### src/rtl/lc_pkg.sv
// Shared state encodings for the level-crossing gate controller and its bench.
package lc_pkg;

    localparam int LC_STATE_W = 3;

    localparam logic [LC_STATE_W-1:0] LC_OPEN     = 3'd0;
    localparam logic [LC_STATE_W-1:0] LC_WARN     = 3'd1;
    localparam logic [LC_STATE_W-1:0] LC_LOWERING = 3'd2;
    localparam logic [LC_STATE_W-1:0] LC_CLOSED   = 3'd3;
    localparam logic [LC_STATE_W-1:0] LC_RAISING  = 3'd4;
    localparam logic [LC_STATE_W-1:0] LC_FAULT    = 3'd5;

endpackage

### src/rtl/level_crossing_gate_ctrl_if.sv
// Road-side signal bundle: detection request and boom sensors in, lamp/buzzer/motor/fault out.
// There is no handshake: every signal is a level, sampled on each rising clock edge.
interface level_crossing_gate_ctrl_if;
    import lc_pkg::*;

    logic                  gate_open;
    logic                  limit_up;
    logic                  limit_down;
    logic                  obstruct;
    logic                  lamp;
    logic                  buzzer;
    logic                  motor_up;
    logic                  motor_down;
    logic                  gate_fault;
    logic [LC_STATE_W-1:0] state;

    modport master (
        output gate_open, limit_up, limit_down, obstruct,
        input  lamp, buzzer, motor_up, motor_down, gate_fault, state
    );

    modport slave (
        input  gate_open, limit_up, limit_down, obstruct,
        output lamp, buzzer, motor_up, motor_down, gate_fault, state
    );
endinterface

### src/rtl/lc_flash_gen.sv
// Warning-lamp flasher: lamp on for FLASH_HALF cycles, off for FLASH_HALF, starting with on.
// Held cleared (lamp dark, phase reset) whenever enable is low.
module lc_flash_gen #(
    parameter int FLASH_HALF = 4,
    parameter int CNT_W      = 16
) (
    input  logic Clk,
    input  logic Reset,
    input  logic enable,
    output logic lamp
);
    localparam logic [CNT_W-1:0] LAST = CNT_W'(FLASH_HALF - 1);

    logic             active_q;
    logic             phase_q;
    logic [CNT_W-1:0] cnt_q;

    // The first enabled edge only arms the flasher, so the lamp starts lit for a full half-period.
    always_ff @(posedge Clk) begin
        if (Reset || !enable) begin
            active_q <= 1'b0;
            phase_q  <= 1'b0;
            cnt_q    <= '0;
        end else if (!active_q) begin
            active_q <= 1'b1;
        end else if (cnt_q == LAST) begin
            cnt_q   <= '0;
            phase_q <= ~phase_q;
        end else begin
            cnt_q <= cnt_q + 1'b1;
        end
    end

    assign lamp = active_q & ~phase_q;
endmodule

### src/rtl/level_crossing_gate_ctrl.sv
// Level-crossing gate sequencer: warning, boom lowering/raising with limit switches,
// obstruction pause, motor timeouts and a sticky fault state. Outputs decode registers only.
module level_crossing_gate_ctrl
    import lc_pkg::*;
#(
    parameter int WARN_CYCLES   = 20,
    parameter int MOTOR_TIMEOUT = 50,
    parameter int FLASH_HALF    = 4,
    parameter int CLEAR_HOLD    = 8,
    parameter int CNT_W         = 16
) (
    input  logic                       Clk,
    input  logic                       Reset,
    level_crossing_gate_ctrl_if.slave  bus
);
    localparam logic [CNT_W-1:0] CNT_MAX = '1;
    localparam logic [CNT_W-1:0] WARN_N  = CNT_W'(WARN_CYCLES);
    localparam logic [CNT_W-1:0] TMO_N   = CNT_W'(MOTOR_TIMEOUT);
    localparam logic [CNT_W-1:0] HOLD_N  = CNT_W'(CLEAR_HOLD);

    logic [LC_STATE_W-1:0] state_q, state_d;
    logic [CNT_W-1:0]      cnt_q, cnt_d, cnt_inc;
    logic                  obstruct_q;
    logic                  motor_down_act;
    logic                  limits_conflict;
    logic                  lamp_w;

    // One counter serves warn, motor-timeout and clear-hold; it saturates instead of wrapping.
    assign cnt_inc         = (cnt_q == CNT_MAX) ? cnt_q : cnt_q + 1'b1;
    assign motor_down_act  = (state_q == LC_LOWERING) && !obstruct_q;
    assign limits_conflict = bus.limit_up && bus.limit_down;

    always_comb begin
        state_d = state_q;
        cnt_d   = cnt_q;
        case (state_q)
            LC_OPEN: begin
                if (!bus.gate_open)
                    state_d = LC_WARN;
                else if (!bus.limit_up)
                    state_d = LC_RAISING;
            end
            LC_WARN: begin
                if (bus.gate_open)
                    state_d = LC_OPEN;
                else if (cnt_inc >= WARN_N)
                    state_d = LC_LOWERING;
                else
                    cnt_d = cnt_inc;
            end
            LC_LOWERING: begin
                // Time only counts while the motor is actually driven, so an obstruction pause never faults.
                if (motor_down_act && (cnt_inc >= TMO_N))
                    state_d = LC_FAULT;
                else if (bus.limit_down)
                    state_d = LC_CLOSED;
                else if (motor_down_act)
                    cnt_d = cnt_inc;
            end
            LC_CLOSED: begin
                if (!bus.gate_open)
                    cnt_d = '0;
                else if (cnt_inc >= HOLD_N)
                    state_d = LC_RAISING;
                else
                    cnt_d = cnt_inc;
            end
            LC_RAISING: begin
                if (cnt_inc >= TMO_N)
                    state_d = LC_FAULT;
                else if (!bus.gate_open)
                    state_d = LC_LOWERING;
                else if (bus.limit_up)
                    state_d = LC_OPEN;
                else
                    cnt_d = cnt_inc;
            end
            LC_FAULT: state_d = LC_FAULT;
            default:  state_d = LC_FAULT;
        endcase
        if (limits_conflict && (state_q != LC_FAULT))
            state_d = LC_FAULT;
        if (state_d != state_q)
            cnt_d = '0;
    end

    always_ff @(posedge Clk) begin
        if (Reset) begin
            state_q    <= LC_OPEN;
            cnt_q      <= '0;
            obstruct_q <= 1'b0;
        end else begin
            state_q    <= state_d;
            cnt_q      <= cnt_d;
            obstruct_q <= bus.obstruct;
        end
    end

    // Enabled from the next state so the lamp is already lit in the first cycle after leaving OPEN.
    lc_flash_gen #(
        .FLASH_HALF (FLASH_HALF),
        .CNT_W      (CNT_W)
    ) u_flash (
        .Clk    (Clk),
        .Reset  (Reset),
        .enable (state_d != LC_OPEN),
        .lamp   (lamp_w)
    );

    assign bus.state      = state_q;
    assign bus.lamp       = lamp_w;
    assign bus.buzzer     = (state_q == LC_WARN) || (state_q == LC_LOWERING);
    assign bus.motor_up   = (state_q == LC_RAISING);
    assign bus.motor_down = motor_down_act;
    assign bus.gate_fault = (state_q == LC_FAULT);
endmodule

### src/flat_wrapper.sv
// flat-port wrapper written by rule: the top's interface ports become plain ports
module level_crossing_gate_ctrl_flat import lc_pkg::*;
#(
    parameter int WARN_CYCLES   = 20,
    parameter int MOTOR_TIMEOUT = 50,
    parameter int FLASH_HALF    = 4,
    parameter int CLEAR_HOLD    = 8,
    parameter int CNT_W         = 16
)
  (Clk, Reset, bus_gate_open, bus_limit_up, bus_limit_down, bus_obstruct, bus_lamp, bus_buzzer, bus_motor_up, bus_motor_down, bus_gate_fault, bus_state);
  level_crossing_gate_ctrl_if bus_i ();
  input  logic Clk;
  input  logic Reset;
  input wire logic [$bits(bus_i.gate_open)-1:0] bus_gate_open;
  input wire logic [$bits(bus_i.limit_up)-1:0] bus_limit_up;
  input wire logic [$bits(bus_i.limit_down)-1:0] bus_limit_down;
  input wire logic [$bits(bus_i.obstruct)-1:0] bus_obstruct;
  output wire logic [$bits(bus_i.lamp)-1:0] bus_lamp;
  output wire logic [$bits(bus_i.buzzer)-1:0] bus_buzzer;
  output wire logic [$bits(bus_i.motor_up)-1:0] bus_motor_up;
  output wire logic [$bits(bus_i.motor_down)-1:0] bus_motor_down;
  output wire logic [$bits(bus_i.gate_fault)-1:0] bus_gate_fault;
  output wire logic [$bits(bus_i.state)-1:0] bus_state;
  assign bus_i.gate_open = bus_gate_open;
  assign bus_i.limit_up = bus_limit_up;
  assign bus_i.limit_down = bus_limit_down;
  assign bus_i.obstruct = bus_obstruct;
  assign bus_lamp = bus_i.lamp;
  assign bus_buzzer = bus_i.buzzer;
  assign bus_motor_up = bus_i.motor_up;
  assign bus_motor_down = bus_i.motor_down;
  assign bus_gate_fault = bus_i.gate_fault;
  assign bus_state = bus_i.state;
  level_crossing_gate_ctrl #(.WARN_CYCLES(WARN_CYCLES), .MOTOR_TIMEOUT(MOTOR_TIMEOUT), .FLASH_HALF(FLASH_HALF), .CLEAR_HOLD(CLEAR_HOLD), .CNT_W(CNT_W)) u_core (.Clk(Clk), .Reset(Reset), .bus(bus_i));
endmodule
### config.mk
export PLATFORM = sky130hd
export DESIGN_NAME = level_crossing_gate_ctrl_flat
export DESIGN_NICKNAME = d
export VERILOG_FILES = /design/src/rtl/lc_pkg.sv /design/src/rtl/level_crossing_gate_ctrl_if.sv /design/src/rtl/lc_flash_gen.sv /design/src/rtl/level_crossing_gate_ctrl.sv /design/src/flat_wrapper.sv
export SDC_FILE = /design/constraint.sdc
export NUM_CORES = 1
export LEC_CHECK = 0
export ABC_AREA = 1
export BUFFER_PORTS_ARGS = -buffer_cell sky130_fd_sc_hd__buf_2
export CAP_MARGIN = 40
export CORE_UTILIZATION = 46
export CTS_BUF_LIST = sky130_fd_sc_hd__clkbuf_4 sky130_fd_sc_hd__clkbuf_8 sky130_fd_sc_hd__clkbuf_16
export CTS_CLUSTER_DIAMETER = 60
export DETAILED_ROUTE_END_ITERATION = 8
export SYNTH_ARGS = -nofsm -noshare
export SYNTH_HDL_FRONTEND = slang
export SYNTH_SLANG_ARGS = --single-unit
### constraint.sdc
create_clock -name Clk -period 4.4 [get_ports Clk]
set_input_delay 0.22 -clock Clk [delete_from_list [all_inputs] [get_ports Clk]]
set_output_delay 0.22 -clock Clk [all_outputs]
set_load 0.01 [all_outputs]
# After elaboration in Yosys (flattened, before gate mapping)
# Index checks and enable logic that the tools add are counted.
dict set report op_classes {
  add_sub_neg 2
  n_lt_le_gt_ge 3
  n_eq_ne 18
  n_mux 27
  n_bitwise 2
  n_reduce_logical 14
}
# cell count
set ops {}
lappend ops {{$mux 16} 12}
lappend ops {{$pmux 16 s4} 1}
lappend ops {{$mux 3} 12}
lappend ops {{$add 16x1->16 const B} 2}
lappend ops {{$eq 16x16->1 const B} 1}
lappend ops {{$eq 16x2->1 const B} 1}
lappend ops {{$ge 16x4->1 const B} 1}
lappend ops {{$ge 16x5->1 const B} 1}
lappend ops {{$ge 16x6->1 const B} 1}
lappend ops {{$pmux 3 s5} 1}
lappend ops {{$ne 2x2->1 const B} 7}
lappend ops {{$reduce_and 10->1} 1}
lappend ops {{$eq 3x2->1 const B} 2}
lappend ops {{$eq 3x3->1 const B} 2}
lappend ops {{$ne 3x3->1 const B} 2}
lappend ops {{$logic_and 1x1->1} 4}
lappend ops {{$reduce_bool 4->1} 1}
lappend ops {{$eq 3x1->1 const B} 1}
lappend ops {{$logic_not 3->1} 1}
lappend ops {{$ne 3x3->1} 1}
lappend ops {{$reduce_bool 3->1} 1}
lappend ops {{$logic_not 1->1} 2}
lappend ops {{$logic_or 1x1->1} 2}
lappend ops {{$ne 2x1->1 const B} 1}
lappend ops {{other kinds (5)} 5}
dict set report word_totals {
  ff_bits 38
  input_bits 6
  output_inout_bits 8
  wordCells 72
}

# Depth between registers and ports, before layout
# Gate-level depths: netlist of run 1.
dict set report depth {
  depth_word 11
  depth_mapped 22
  depth_no_buf 20
}

# Modules after synthesis
# A second synthesis of run 1 with hierarchy kept.
dict set report unflattened {
  hier_cells 425
  hier_area_um2 2637.5
}
# module n_inst cells_each area_per_inst_um2 seq_area_each_um2
set modules_own_cells {}
lappend modules_own_cells {level_crossing_gate_ctrl 1 280 1680.4 400.4}
lappend modules_own_cells {lc_flash_gen 1 145 957.2 360.3}

# Least setup slack after synthesis of run 1
# No wires, ideal clock.
dict set report synth_path {
  path_kind {register to register}
  start {register u_core.cnt_q[0]}
  end {register u_core.cnt_q[10]}
  setup_ns 0.113
  arrival_ns 2.188
  required_ns 4.287
  slack_ns 2.100
  stages_incl_launch_ff 20
  n_path_buf 1
  period_less_slack_ns 2.300
  path_cell_list {dfxtp_1 -> ha_1 -> nand2_2 -> nor2_4 -> nand2_4 -> nor2_2 -> nand2_1 -> nand2_1 -> nand3_2 -> nor2_4 -> nand3_4 -> nand2_1 -> nand2_2 -> nand2_2 -> o21ai_2 -> nand2_1 -> nand2_2 -> nand2_4 -> buf_12 -> nor2_4}
}
dict set report synth_between {
  elab_chain_cells 9
  word_cells_on_any_way 33
  cone_classes {add/sub: 1; order compare: 3; eq/ne: 6; mux: 20; reduce/logical: 3}
}
# item line
set synth_rtl {}
lappend synth_rtl {{from (decl)} level_crossing_gate_ctrl.sv:22} ;# logic [CNT_W-1:0] cnt_q, cnt_d, cnt_inc;
lappend synth_rtl {{from (signal assigned)} level_crossing_gate_ctrl.sv:94} ;# cnt_q <= cnt_d;
lappend synth_rtl {{$add 16x1->16 / $eq 16x16->1 (equally long branches)} level_crossing_gate_ctrl.sv:29} ;# assign cnt_inc = (cnt_q == CNT_MAX) ? cnt_q : cnt_q + 1'b1;
lappend synth_rtl {{$mux 16 (*)} level_crossing_gate_ctrl.sv:29}
lappend synth_rtl {{$ge 16x4->1 (tied with other cells)} level_crossing_gate_ctrl.sv:63} ;# else if (cnt_inc >= HOLD_N)
lappend synth_rtl {{$mux 3 (tied with other cells)} level_crossing_gate_ctrl.sv:63}
lappend synth_rtl {{$mux 3, on equally long branches} {level_crossing_gate_ctrl.sv:61, level_crossing_gate_ctrl.sv:44, level_crossing_gate_ctrl.sv:53}}
lappend synth_rtl {{$pmux 3 s5} level_crossing_gate_ctrl.sv:36} ;# case (state_q)
lappend synth_rtl {{$mux 3} level_crossing_gate_ctrl.sv:81} ;# if (limits_conflict && (state_q != LC_FAULT))
lappend synth_rtl {{$ne 3x3->1} level_crossing_gate_ctrl.sv:83} ;# if (state_d != state_q)
lappend synth_rtl {{$reduce_or 2->1 (no line)} -}
# Every way passes the cells marked *; elsewhere a longest branch is shown, timed or not. The select of a mux whose other input is x is not followed.
# A chain may end at the register's enable or synchronous reset.

# Worst setup path in the final report of run 1
dict set report layout_path {
  start {register u_core.cnt_q[0]}
  end {register u_core.cnt_q[5]}
}
# The elaborated chain is that of the path after synthesis.

==> results of run 1 <==
==> worst min-delay path, stage by stage <==
cell and delay, ns:
buf_2 0.10, inv_1 0.04, nor2_1 0.03
==> where the power goes <==
part	switching, mW	leakage, nW	internal, mW
clock network	0.119	0.0407	0.115
logic	0.104	0.793	0.0507
registers	0.0130	0.308	0.354
==> cell usage after synthesis (7+ instances only) <==
master / count / area share (%)
nand2_2: 10 / 2.4
o21ai_0: 9 / 1.7
nor2_4: 18 / 7.7
xnor2_1: 7 / 2.3
inv_1: 53 / 7.6
a21oi_1: 9 / 1.7
nor2_1: 61 / 8.7
dfxtp_1: 38 / 29
nand3_1: 19 / 3.6
nor3_1: 9 / 1.7
nand2_1: 86 / 12
nand4_1: 16 / 3.8
==> stage by stage <==
step	cell area (um^2)	hold slack, ns	worst slack, ns
2_1_floorplan	2630	0.289	2.10
3_3_place_gp	2740	0.421	1.34
3_5_place_dp	2750	0.436	1.76
4_1_cts	2830	0.129	1.76
5_1_grt	2830	0.141	1.47
6_report	2830	0.135	1.77
==> layout make-up <==
type | count | area [um^2] | area share [%]
clock inverters | 1 | 7.51 | 0.265
well taps | 72 | 90.1 | 3.18
multi-input cells | 290 | 1610 | 56.7
repair buffers | 14 | 76.3 | 2.70
clock buffers | 6 | 76.3 | 2.70
flip-flops and latches | 38 | 761 | 26.9
inverters | 57 | 214 | 7.56
==> final timing paths <==
path                                               end  cells past startpoint                                  from  slack, ns
hold reg to reg   u_core.u_flash.cnt_q[0]$_SDFFE_PP0P_                      2  u_core.u_flash.cnt_q[0]$_SDFFE_PP0P_       0.49
setup reg to reg          u_core.cnt_q[5]$_SDFFE_PP0P_                     19          u_core.cnt_q[0]$_SDFFE_PP0P_       1.77
hold / removal            u_core.obstruct_q$_SDFF_PP0_                      3                          bus_obstruct       0.13
setup / recovery          u_core.cnt_q[5]$_SDFFE_PP0P_                     19          u_core.cnt_q[0]$_SDFFE_PP0P_       1.77
==> sequential cells by signal, indices dropped and copies added, names as in the netlist <==
register / cells
u_core.u_flash.cnt_q: 16
u_core.u_flash.phase_q: 1
u_core.cnt_q: 16
u_core.u_flash.active_q: 1
u_core.obstruct_q: 1
u_core.bus.state: 3
==> layer usage <==
layer	part of all wire [%]	up-vias	track usage, %
met5	0	-	0
met4	1.4	0	7.92
met3	4.2	8	3.29
met2	43	48	32.4
met1	51	1066	28.7
li1	-	1269	-
==> logic make-up (layout without fill, tap and decap cells) <==
logic type	Yosys count	in the layout	synth area share, %
buf+inv	62	78	9.95
simple gates	239	239	46.8
xor+xnor	12	12	4.00
flops	38	38	28.9
compound gates	37	37	9.38
fa+ha+maj	2	2	0.952
==> cell usage in the layout (no fill, tap or decap), types with 3 or more instances in the layout <==
cell,instances
xnor2_1,7
o21ai_1,4
or2_2,3
nor3_1,9
nor2_4,18
xor2_1,5
o211ai_1,3
nor4_1,3
o21bai_1,4
buf_2,13
nand3_1,19
clkbuf_8,5
nor2_1,61
inv_1,53
nand4_1,16
nand2_1,86
nor2_2,3
nand3_2,4
nand2_2,10
dfxtp_1,38
a21oi_1,9
o21ai_0,9
==> summary.md, run 1 <==
| Metric | Value |
|---|---|
| Slowest stage cell on the critical path | `dfxtp_1` |
| Initial antenna violation count | `0` |
| Worst-path clk slew | `0.07 ns` |
| Number of global-route vias before repair | `2230` |
| RSZ-0062 raised after global routing | `no` |
| Crit share post-route | `59.8%` |
| Synthesized cell area | `2630 um^2` |
| Drt pass-1 iters | `4` |
| Starting DRT DRC Count | `77` |
| Core Util, Final | `51.4%` |
| Yosys warnings | `0` |
| Setup violators final | `0` |
| GP Congestion | `0.853` |
| CTS tree | `yes` |
| Syn avg cell area | `6.74 um^2` |
| Post-CTS Setup Inserts | `0` |
| Via count | `2391` |
| Initial core utilization | `47.7%` |
| Worst slew pin tran | `0.419 ns` |
| Netlist cell types | `41` |
| CTS sink cnt | `38` |
| Hold-fix buffers, CTS | `0` |
| Slew HR | `71.9%` |
| Hold WC Path Type | `in2reg` |
| Setup TNS | `0 ns` |
| Top cell by count, worst path | `nand2_2` |
| Placed Cells | `471` |
| Drt drc | `0` |
| Startpoint Class | `flip-flop` |
| DP HPWL | `4.40 mm` |
| Post-synthesis sequential area ratio | `28.9%` |
| GRT overflow | `0` |
| Post-synth EDFFs | `0` |
| Synthesized net count | `398` |
| ANT nets after route | `0` |
| Mapped Cells | `390` |
| Yosys reg bits | `38` |
| Rows | `27` |
| Max FO, Critical Path | `16` |
| Worst EP required | `4.57 ns` |
| Total GRT Usage | `20.8%` |
| Worst EP arrival | `2.80 ns` |
| Clock Skews | `0.00474 ns` |
| Worst Path Buf+Inv | `2` |
| Final min period | `2.63 ns` |
| Share of synthesized flip-flops with an asynchronous set or reset | `0%` |
| Core footprint | `5510 um^2` |
| Fmax | `0.380 GHz` |
| # H-tree levels | `2` |
| Port Buffers | `13` |
| Outcome | `finished clean` |
| Chip height | `77.6 um` |
| Tot Pwr | `0.755 mW` |
| Fin. max-slew vios | `0` |
| P_leak | `1.14 nW` |
| Area growth syn-to-layout | `7.71%` |
| Layout cells sized above 1 | `17.2%` |
| Top Family by Delay on Critical Path | `simple AND/OR/NAND/NOR gates` |
| Max Cap Violations | `0` |
| Vias per std cell | `5.00` |
| Clock latency on the worst-skew pair | `0.29 ns` |
| Final Instance Count excl. Fillers | `478` |
| Pwr dens | `267 nW/um^2` |
| Global-route wire length before repair | `10.0 mm` |
| WS Path Type | `reg2reg` |
| Post-synth top flop | `dfxtp_1` |
| Bufs on Longest Clock Path | `2` |
| Die Span X | `77.6 um` |
| Final Hold Violating Endpoints | `0` |
| Die ar. | `6020 um^2` |
| Peak VDD IR | `0.202 mV` |
| WL/cell | `11.6 um` |
| Filler Cell Count | `587` |
| CP Cell Sequence | `ha_1, nand2_2, nor2_4, nand2_4, inv_2, nand2_2, nand2_1, inv_1, nand2_1, nor2_1, nand3_4, nand2_1, nand2_2, nand2_2, o21ai_2, nand2_1, nand2_2, nand2_4, nor2_1` |
| ANT cells | `0` |
| WL final | `5.57 mm` |
| Slowest stage delay, CP | `0.36 ns` |
| Maximum number of pins on one net before global-route repair | `22` |
| Root Buffer | `clkbuf_8` |
| I/O pin count | `14` |
| CTS Buf Count | `5` |
| PostCTS Resize Cnt | `0` |
| CP Capture Type | `flip-flop` |
| # nets final | `414` |
Note: power is estimated with default switching activity, not from simulation.
==> run 2: changes to the inputs <==
--- a/config.mk
+++ b/config.mk
@@ -5,13 +5,14 @@
 export SDC_FILE = /design/constraint.sdc
 export NUM_CORES = 1
 export LEC_CHECK = 0
-export ABC_AREA = 1
+export ABC_AREA = 0
 export BUFFER_PORTS_ARGS = -buffer_cell sky130_fd_sc_hd__buf_2
 export CAP_MARGIN = 40
 export CORE_UTILIZATION = 46
 export CTS_BUF_LIST = sky130_fd_sc_hd__clkbuf_4 sky130_fd_sc_hd__clkbuf_8 sky130_fd_sc_hd__clkbuf_16
 export CTS_CLUSTER_DIAMETER = 60
 export DETAILED_ROUTE_END_ITERATION = 8
+export PLACE_DENSITY = 0.65
 export SYNTH_ARGS = -nofsm -noshare
 export SYNTH_HDL_FRONTEND = slang
 export SYNTH_SLANG_ARGS = --single-unit
==> constraint.sdc (replaced) <==
create_clock -name Clk -period 2.2 [get_ports Clk]
set_input_delay 0.11 -clock Clk [delete_from_list [all_inputs] [get_ports Clk]]
set_output_delay 0.11 -clock Clk [all_outputs]
set_load 0.01 [all_outputs]
==> summary.md, run 2 <==
| Metric | Value |
|---|---|
| R2r worst-path depth | `11 (was 19)` |
| Rows | `25 (was 27)` |
| Failing checks | `setup timing` |
| CTS Buf Count | `5 (unchanged)` |
| Met1 Usage GRT | `34.6% (was 28.7%)` |
| Root Buffer | `clkbuf_8 (unchanged)` |
| Worst Path Buf+Inv | `2 (unchanged)` |
| R2r endpoint | `u_core.cnt_q[5]$_SDFFE_PP0P_ (unchanged)` |
| Crit share post-route | `133% (was 59.8%)` |
| Max Cap Violations | `0 (unchanged)` |
| Worst hold path endpoint | `u_core.obstruct_q$_SDFF_PP0_ (unchanged)` |
| Setup TNS | `-22.68 ns (was 0 ns)` |
| Bufs on Longest Clock Path | `2 (unchanged)` |
| Core Util, Final | `76.5% (was 51.4%)` |
| Filler Cell Count | `328 (was 587)` |
| Startpoint Class | `flip-flop (unchanged)` |
| Starting DRT DRC Count | `219 (was 77)` |
| Final WS setup | `-0.718 ns (was 1.77 ns)` |
| Share of synthesized flip-flops with an asynchronous set or reset | `0% (unchanged)` |
| Worst hold slack | `0.0367 ns (was 0.135 ns)` |
| Post-synthesis sequential area ratio | `32.0% (was 28.9%)` |
| Max FO, Critical Path | `5 (was 16)` |
| Final Hold Violating Endpoints | `0 (unchanged)` |
| Setup violators final | `37 (was 0)` |
| Slew HR | `52.5% (was 71.9%)` |
| Slowest stage delay, CP | `0.48 ns (was 0.36 ns)` |
| # nets final | `404 (was 414)` |
| WL/cell | `18.3 um (was 11.6 um)` |
| Drt drc | `0 (unchanged)` |
| WS Path Type | `reg2reg (unchanged)` |
| GRT overflow | `0 (unchanged)` |
| R2R setup slack | `-0.72 ns (was 1.77 ns)` |
| Post-synth EDFFs | `0 (unchanged)` |
| Dpl cell area | `3060 um^2 (was 2750 um^2)` |
| CP Capture Type | `flip-flop (unchanged)` |
| Chip height | `73.9 um (was 77.6 um)` |
| Slowest stage cell on the critical path | `or4_4 (was dfxtp_1)` |
| DP HPWL | `4.47 mm (was 4.40 mm)` |
| Area growth syn-to-layout | `56.1% (was 7.71%)` |
| Outcome | `complete, but fails checks (was finished clean)` |
| P_leak | `1.46 nW (was 1.14 nW)` |
| Syn avg cell area | `7.87 um^2 (was 6.74 um^2)` |
| Hold WC Path Type | `in2reg (unchanged)` |
| Worst-path clk slew | `0.08 ns (was 0.07 ns)` |
| Place WS | `-0.679 ns (was 1.76 ns)` |
| Layout cells sized above 1 | `46.3% (was 17.2%)` |
| Leading cell types in the layout, fill and taps excluded | `buf_4 (71), nor2_1 (37), dfxtp_1 (26) (was nand2_1 (86), nor2_1 (61), inv_1 (53))` |
| Total GRT Usage | `27.0% (was 20.8%)` |
| Worst hold path depth | `2 (was 3)` |
| Peak VDD IR | `0.440 mV (was 0.202 mV)` |
| ANT nets after route | `0 (unchanged)` |
| Fin. max-slew vios | `0 (unchanged)` |
| Pwr dens | `458 nW/um^2 (was 267 nW/um^2)` |
| Global-route wire length before repair | `11.4 mm (was 10.0 mm)` |
| Most common cell after layout, fill and taps aside | `buf_4 (was nand2_1)` |
| Post-synth top cells | `dfxtp_1 (38), nor2_1 (38), nand2_1 (28), nand3_1 (19), inv_1 (13) (was nand2_1 (86), nor2_1 (61), inv_1 (53), dfxtp_1 (38), nand3_1 (19))` |
| Fin area | `3710 um^2 (was 2830 um^2)` |
| Top Family by Delay on Critical Path | `compound AO/OA/AOI/OAI gates (was simple AND/OR/NAND/NOR gates)` |
| Core footprint | `4850 um^2 (was 5510 um^2)` |
| Synth area leaders | `dfxtp_1 (32%), nor2_1 (6.0%), nand2_1 (4.4%) (was dfxtp_1 (29%), nand2_1 (12%), nor2_1 (8.7%))` |
| WL final | `8.48 mm (was 5.57 mm)` |
| HP Start | `bus_obstruct (unchanged)` |
| Global routing usage on met3 | `5.08% (was 3.29%)` |
| Yosys warnings | `0 (unchanged)` |
| Yosys reg bits | `38 (unchanged)` |
| CTS sink cnt | `38 (unchanged)` |
| Number of global-route vias before repair | `2486 (was 2230)` |
| GP Congestion | `0.899 (was 0.853)` |
| RSZ-0062 raised after global routing | `yes (was no)` |
| Die Span X | `73.9 um (was 77.6 um)` |
| CP Cell Sequence | `ha_4, and3_4, and2_4, a41oi_2, a2111oi_4, buf_4, a311o_1, o211ai_1, buf_4, or4_4, a211oi_2 (was ha_1, nand2_2, nor2_4, nand2_4, inv_2, nand2_2, nand2_1, inv_1, nand2_1, nor2_1, nand3_4, nand2_1, nand2_2, nand2_2, o21ai_2, nand2_1, nand2_2, nand2_4, nor2_1)` |
| Area occupied by registers | `791 um^2 (was 761 um^2)` |
| Die ar. | `5460 um^2 (was 6020 um^2)` |
| Maximum number of pins on one net before global-route repair | `19 (was 22)` |
| Final min period | `2.92 ns (was 2.63 ns)` |
| Yosys top cell area share | `32.0% (was 28.9%)` |
| Via count | `2782 (was 2391)` |
| Vias per std cell | `6.00 (was 5.00)` |
| R2R Path Start | `u_core.cnt_q[0]$_SDFFE_PP0P_ (unchanged)` |
| Clock Skews | `0.00734 ns (was 0.00474 ns)` |
| Worst EP required | `2.41 ns (was 4.57 ns)` |
| Worst EP arrival | `3.13 ns (was 2.80 ns)` |
| # H-tree levels | `2 (unchanged)` |
| Initial antenna violation count | `0 (unchanged)` |
| ANT cells | `0 (unchanged)` |
| Routing usage on met2 | `44.9% (was 32.4%)` |
| Area of the multi-input gates | `1820 um^2 (was 1610 um^2)` |
| I/O pin count | `14 (unchanged)` |
| Fmax | `0.343 GHz (was 0.380 GHz)` |
| CTS tree | `yes (unchanged)` |
| Cell taking the most area after synthesis | `dfxtp_1 (unchanged)` |
| Drt pass-1 iters | `5 (was 4)` |
| Initial core utilization | `49.0% (was 47.7%)` |
| Mapped Cells | `302 (was 390)` |
| Top cell by count, worst path | `buf_4 (was nand2_2)` |
| Synthesized cell area | `2380 um^2 (was 2630 um^2)` |
| Hold-fix buffers, CTS | `0 (unchanged)` |
| Synthesized net count | `310 (was 398)` |
| Clock latency on the worst-skew pair | `0.30 ns (was 0.29 ns)` |
| Port Buffers | `13 (unchanged)` |
| Netlist cell types | `54 (was 41)` |
| Worst slew pin tran | `0.710 ns (was 0.419 ns)` |
| Busiest grt layer | `met2 (unchanged)` |
| Post-synth top flop | `dfxtp_1 (unchanged)` |
-- run 2: worst register-to-register path: cells and delay by family (launching register included) --
| family | cells | cell delay [ns] |
|---|---|---|
| simple gates | 3 | 0.85 |
| flops | 1 | 0.38 |
| fa+ha+maj | 1 | 0.16 |
| compound gates | 5 | 1.06 |
| buf+inv | 2 | 0.40 |
-- run 2: layout make-up --
cell class | count | share of cell area [%]
multi-input combinational | 234 | 49.2
clock buffer | 5 | 1.86
tap | 67 | 2.26
timing repair buffer | 104 | 23.5
clock inverter | 3 | 0.574
inverter | 13 | 1.32
sequential | 38 | 21.3
-- run 2: cells by family (layout without fill, tap and decap cells) --
family / after synthesis / count (layout) / synth area share, %
simple gates: 153 / 153 / 34.7
compound gates: 57 / 57 / 18.5
mux: 6 / 6 / 2.58
fa+ha+maj: 2 / 2 / 1.05
xor+xnor: 16 / 16 / 5.90
buf+inv: 30 / 125 / 5.27
flops: 38 / 38 / 32.0
-- run 2: report_power, final --
group,internal [mW],switching (mW)
combinational,0.231,0.265
clock,0.223,0.269
sequential,0.696,0.0147
-- run 2: worst max-delay path by stage --
stage                                            start                                     to  cells after the start
after floorplan           u_core.cnt_q[3]$_SDFFE_PP0P_  u_core.u_flash.cnt_q[14]$_SDFFE_PP0P_                     11
after global placement    u_core.cnt_q[0]$_SDFFE_PP0P_           u_core.cnt_q[4]$_SDFFE_PP0P_                     10
after detailed placement  u_core.cnt_q[2]$_SDFFE_PP0P_           u_core.cnt_q[4]$_SDFFE_PP0P_                      9
after CTS                 u_core.cnt_q[0]$_SDFFE_PP0P_           u_core.cnt_q[5]$_SDFFE_PP0P_                     10
after global routing      u_core.cnt_q[4]$_SDFFE_PP0P_           u_core.cnt_q[0]$_SDFFE_PP0P_                      9
final                     u_core.cnt_q[0]$_SDFFE_PP0P_           u_core.cnt_q[5]$_SDFFE_PP0P_                     11
-- run 2: through the flow --
| step | cells | power (mW) |
|---|---|---|
| CTS | 457 | 1.63 |
| floorplan | 302 | 0.936 |
| detailed placement | 431 | 1.05 |
| global route | 464 | 1.76 |
| global placement | 431 | 1.04 |
| finish | 464 | 1.70 |
-- run 2: repair_timing --
item	CTS	global route
gates resized for setup	33	39
hold endpoints to repair	0	0
buffers inserted	17	9
setup endpoints to repair	37	37
gates cloned	2	2
pin swaps	15	24
-- run 2: metal layers --
layer	part of all wire, %	vias to the layer above	wire length, um
met5	0	-	0
met4	2.3	0	199
met3	5.5	25	467
met2	49	119	4160
met1	43	1354	3650
li1	-	1284	-
==> run 3: changes to the inputs <==
--- a/config.mk
+++ b/config.mk
@@ -9,10 +9,9 @@
 export BUFFER_PORTS_ARGS = -buffer_cell sky130_fd_sc_hd__buf_2
 export CAP_MARGIN = 40
 export CORE_UTILIZATION = 46
-export CTS_BUF_LIST = sky130_fd_sc_hd__clkbuf_4 sky130_fd_sc_hd__clkbuf_8 sky130_fd_sc_hd__clkbuf_16
 export CTS_CLUSTER_DIAMETER = 60
 export DETAILED_ROUTE_END_ITERATION = 8
-export PLACE_DENSITY = 0.65
 export SYNTH_ARGS = -nofsm -noshare
 export SYNTH_HDL_FRONTEND = slang
+export SYNTH_HIERARCHICAL = 1
 export SYNTH_SLANG_ARGS = --single-unit
==> constraint.sdc (replaced) <==
create_clock -name Clk -period 2.7 [get_ports Clk]
set_input_delay 0.135 -clock Clk [delete_from_list [all_inputs] [get_ports Clk]]
set_output_delay 0.135 -clock Clk [all_outputs]
set_load 0.01 [all_outputs]
==> summary.md, run 3 <==
| Metric | Value |
|---|---|
| Outcome | `complete, but fails checks (unchanged)` |
| Failing checks | `setup timing (unchanged)` |
| # nets final | `359 (was 404)` |
| GP Congestion | `0.860 (was 0.899)` |
| Worst hold path depth | `2 (unchanged)` |
| Filler Cell Count | `408 (was 328)` |
| CTS tree | `yes (unchanged)` |
| Startpoint Class | `flip-flop (unchanged)` |
| Post-synthesis xor/xnor area fraction | `6.75% (was 5.90%)` |
| Worst hold path endpoint | `u_core/obstruct_q$_SDFF_PP0_ (was u_core.obstruct_q$_SDFF_PP0_)` |
| Die ar. | `5370 um^2 (was 5460 um^2)` |
| Most common cell after layout, fill and taps aside | `buf_4 (unchanged)` |
| Largest family of logic cells by synthesized area | `simple AND/OR/NAND/NOR gates (unchanged)` |
| Dpl cell area | `2880 um^2 (was 3060 um^2)` |
| Leading cell types in the layout, fill and taps excluded | `buf_4 (54), dfxtp_1 (24), nor2_1 (23) (was buf_4 (71), nor2_1 (37), dfxtp_1 (26))` |
| Peak VDD IR | `0.404 mV (was 0.440 mV)` |
| Setup violators final | `33 (was 37)` |
| R2R Path Start | `u_core/cnt_q[6]$_SDFFE_PP0P_ (was u_core.cnt_q[0]$_SDFFE_PP0P_)` |
| Slew HR | `63.2% (was 52.5%)` |
| Synth area leaders | `dfxtp_1 (33%), nor2_1 (5.1%), xor2_1 (4.1%) (was dfxtp_1 (32%), nor2_1 (6.0%), nand2_1 (4.4%))` |
| Adder and majority cell fraction of the synthesized area | `1.07% (was 1.05%)` |
| Fin area | `3310 um^2 (was 3710 um^2)` |
| Yosys top cell area share | `32.5% (was 32.0%)` |
| R2R setup slack | `-0.25 ns (was -0.72 ns)` |
| Yosys warnings | `6 (was 0)` |
| Setup TNS | `-6.65 ns (was -22.68 ns)` |
| Post-synth top cells | `dfxtp_1 (38), nor2_1 (32), nand2_1 (15), and3_1 (13), nor3_1 (13) (was dfxtp_1 (38), nor2_1 (38), nand2_1 (28), nand3_1 (19), inv_1 (13))` |
| Clock Skews | `0.00550 ns (was 0.00734 ns)` |
| Worst-path clk slew | `0.08 ns (about the same)` |
| ANT nets after route | `0 (unchanged)` |
| GRT overflow | `0 (unchanged)` |
| I/O pin count | `14 (unchanged)` |
| Share of synthesized flip-flops with an asynchronous set or reset | `0% (unchanged)` |
| # H-tree levels | `2 (unchanged)` |
| Bufs on Longest Clock Path | `2 (unchanged)` |
| Hold-fix buffers, CTS | `0 (unchanged)` |
| Pwr dens | `389 nW/um^2 (was 458 nW/um^2)` |
| Synthesized cell area | `2340 um^2 (was 2380 um^2)` |
| Netlist cell types | `58 (was 54)` |
| Number of global-route vias before repair | `2269 (was 2486)` |
| Post-synth top flop | `dfxtp_1 (unchanged)` |
| Final Instance Count excl. Fillers | `419 (was 464)` |
| Fmax | `0.339 GHz (was 0.343 GHz)` |
| Top cell by count, worst path | `buf_4 (unchanged)` |
| Most common cell in the netlist | `dfxtp_1` |
| Slowest stage delay, CP | `0.61 ns (was 0.48 ns)` |
| DP HPWL | `4.31 mm (was 4.47 mm)` |
| Syn avg cell area | `8.14 um^2 (was 7.87 um^2)` |
| Starting DRT DRC Count | `142 (was 219)` |
| CTS Buf Count | `5 (unchanged)` |
| Clock latency on the worst-skew pair | `0.28 ns (was 0.30 ns)` |
| CTS sink cnt | `38 (unchanged)` |
| R2r worst-path depth | `11 (unchanged)` |
| Post-synthesis mux area share | `1.71% (was 2.58%)` |
| Post-synthesis compound-gate area fraction | `17.7% (was 18.5%)` |
| Max Cap Violations | `0 (unchanged)` |
| Die Span X | `73.3 um (was 73.9 um)` |
| Port Buffers | `13 (unchanged)` |
| Post-synth EDFFs | `0 (unchanged)` |
| Post-Synth Simple-Gate Area | `34.7% (about the same)` |
| Root Buffer | `clkbuf_8 (unchanged)` |
| Mapped Cells | `287 (was 302)` |
| CP Capture Type | `flip-flop (unchanged)` |
| Slowest stage cell on the critical path | `or4_4 (unchanged)` |
| Vias per std cell | `5.77 (was 6.00)` |
| RSZ-0062 raised after global routing | `yes (unchanged)` |
| Yosys reg bits | `38 (unchanged)` |
| Drt drc | `0 (unchanged)` |
| Synthesized net count | `295 (was 310)` |
| Initial core utilization | `48.5% (was 49.0%)` |
| Global-route wire length before repair | `10.7 mm (was 11.4 mm)` |
| WS Path Type | `reg2reg (unchanged)` |
| Max FO, Critical Path | `8 (was 5)` |
| Place WS | `-0.466 ns (was -0.679 ns)` |
| Worst EP required | `2.92 ns (was 2.41 ns)` |
| Worst EP arrival | `3.17 ns (was 3.13 ns)` |
| Cell taking the most area after synthesis | `dfxtp_1 (unchanged)` |
| Chip height | `73.3 um (was 73.9 um)` |
| CP Cell Sequence | `nand4_1, or4_4, mux2i_2, a211oi_2, o41ai_4, buf_4, o311ai_4, a31oi_2, buf_4, o211a_4, and3_1 (was ha_4, and3_4, and2_4, a41oi_2, a2111oi_4, buf_4, a311o_1, o211ai_1, buf_4, or4_4, a211oi_2)` |
| Final Hold Violating Endpoints | `0 (unchanged)` |
| Hold WC Path Type | `in2reg (unchanged)` |
| Initial antenna violation count | `0 (unchanged)` |
| Area growth syn-to-layout | `41.6% (was 56.1%)` |
| Crit share post-route | `109% (was 133%)` |
| Final min period | `2.95 ns (was 2.92 ns)` |
| Worst slew pin tran | `0.547 ns (was 0.710 ns)` |
| Drt pass-1 iters | `4 (was 5)` |
| Maximum number of pins on one net before global-route repair | `14 (was 19)` |
| HP Start | `bus_obstruct (unchanged)` |
| Fin. max-slew vios | `0 (unchanged)` |
| P_leak | `1.29 nW (was 1.46 nW)` |
| R2r endpoint | `u_core/cnt_q[7]$_SDFFE_PP0P_ (was u_core.cnt_q[5]$_SDFFE_PP0P_)` |
| ANT cells | `0 (unchanged)` |
| Worst hold slack | `0.0593 ns (was 0.0367 ns)` |
| Post-synthesis sequential area ratio | `32.5% (was 32.0%)` |
| Core footprint | `4820 um^2 (was 4850 um^2)` |
| Via count | `2417 (was 2782)` |
| Total GRT Usage | `25.9% (was 27.0%)` |
| Rows | `25 (unchanged)` |
| Tot Pwr | `1.29 mW (was 1.70 mW)` |
| Final WS setup | `-0.254 ns (was -0.718 ns)` |
| Core Util, Final | `68.7% (was 76.5%)` |
| Layout cells sized above 1 | `40.6% (was 46.3%)` |
| Placed Cells | `402 (was 431)` |
| WL final | `6.46 mm (was 8.48 mm)` |
| WL/cell | `15.4 um (was 18.3 um)` |
run 3: layer usage:
metal	global-route usage, %	share of wire [%]
met5	0	0
met1	32.6	44
met3	4.12	5.2
met4	8.06	1.9
met2	45.1	49
run 3: critical path: cells and delay by family (launching register included):
kind	cells	cell delay, ns
buffers and inverters	2	0.36
multiplexers	1	0.21
AND/OR/NAND/NOR	3	0.98
flip-flops	1	0.34
AO/OA/AOI/OAI	5	1.00
run 3: area by class of cell:
class	count	area (um^2)	share of cell area, %
clock buffers	7	86.3	2.61
clock inverters	1	30.0	0.907
inverters	8	30.0	0.907
multi-input cells	226	1760	53.1
flip-flops and latches	38	786	23.7
well taps	67	83.8	2.53
repair buffers	72	536	16.2
run 3: logic make-up (layout without fill, tap and decap cells):
| logic type | after synthesis | in the layout |
|---|---|---|
| compound gates | 57 | 58 |
| xor+xnor | 18 | 18 |
| fa+ha+maj | 2 | 2 |
| buf+inv | 25 | 88 |
| flops | 38 | 38 |
| mux | 4 | 4 |
| simple gates | 143 | 144 |
run 3: worst max-delay path by stage:
| stage | end | from | slack [ns] |
|---|---|---|---|
| floorplan | u_core/cnt_q[1]$_SDFFE_PP0P_ | u_core/cnt_q[5]$_SDFFE_PP0P_ | -0.02 |
| global placement | u_core/cnt_q[0]$_SDFFE_PP0P_ | u_core/cnt_q[6]$_SDFFE_PP0P_ | -0.47 |
| detailed placement | u_core/cnt_q[0]$_SDFFE_PP0P_ | u_core/cnt_q[6]$_SDFFE_PP0P_ | -0.47 |
| CTS | u_core/cnt_q[10]$_SDFFE_PP0P_ | u_core/cnt_q[1]$_SDFFE_PP0P_ | -0.20 |
| global route | u_core/cnt_q[12]$_SDFFE_PP0P_ | u_core/cnt_q[0]$_SDFFE_PP0P_ | -0.39 |
| finish | u_core/cnt_q[7]$_SDFFE_PP0P_ | u_core/cnt_q[6]$_SDFFE_PP0P_ | -0.25 |
run 3: report_power, final:
group,internal [mW],total [mW],leakage [nW],switching [mW]
clock network,0.301,0.495,0.0585,0.194
logic,0.0943,0.212,0.918,0.118
registers,0.568,0.581,0.316,0.0131
run 3: what timing repair did:
action | in CTS | in global routing
pin swaps | 9 | 18
gates cloned | 2 | 0
buffers inserted | 7 | 0
gates resized for setup | 30 | 19
endpoints found under the setup margin | 34 | 36
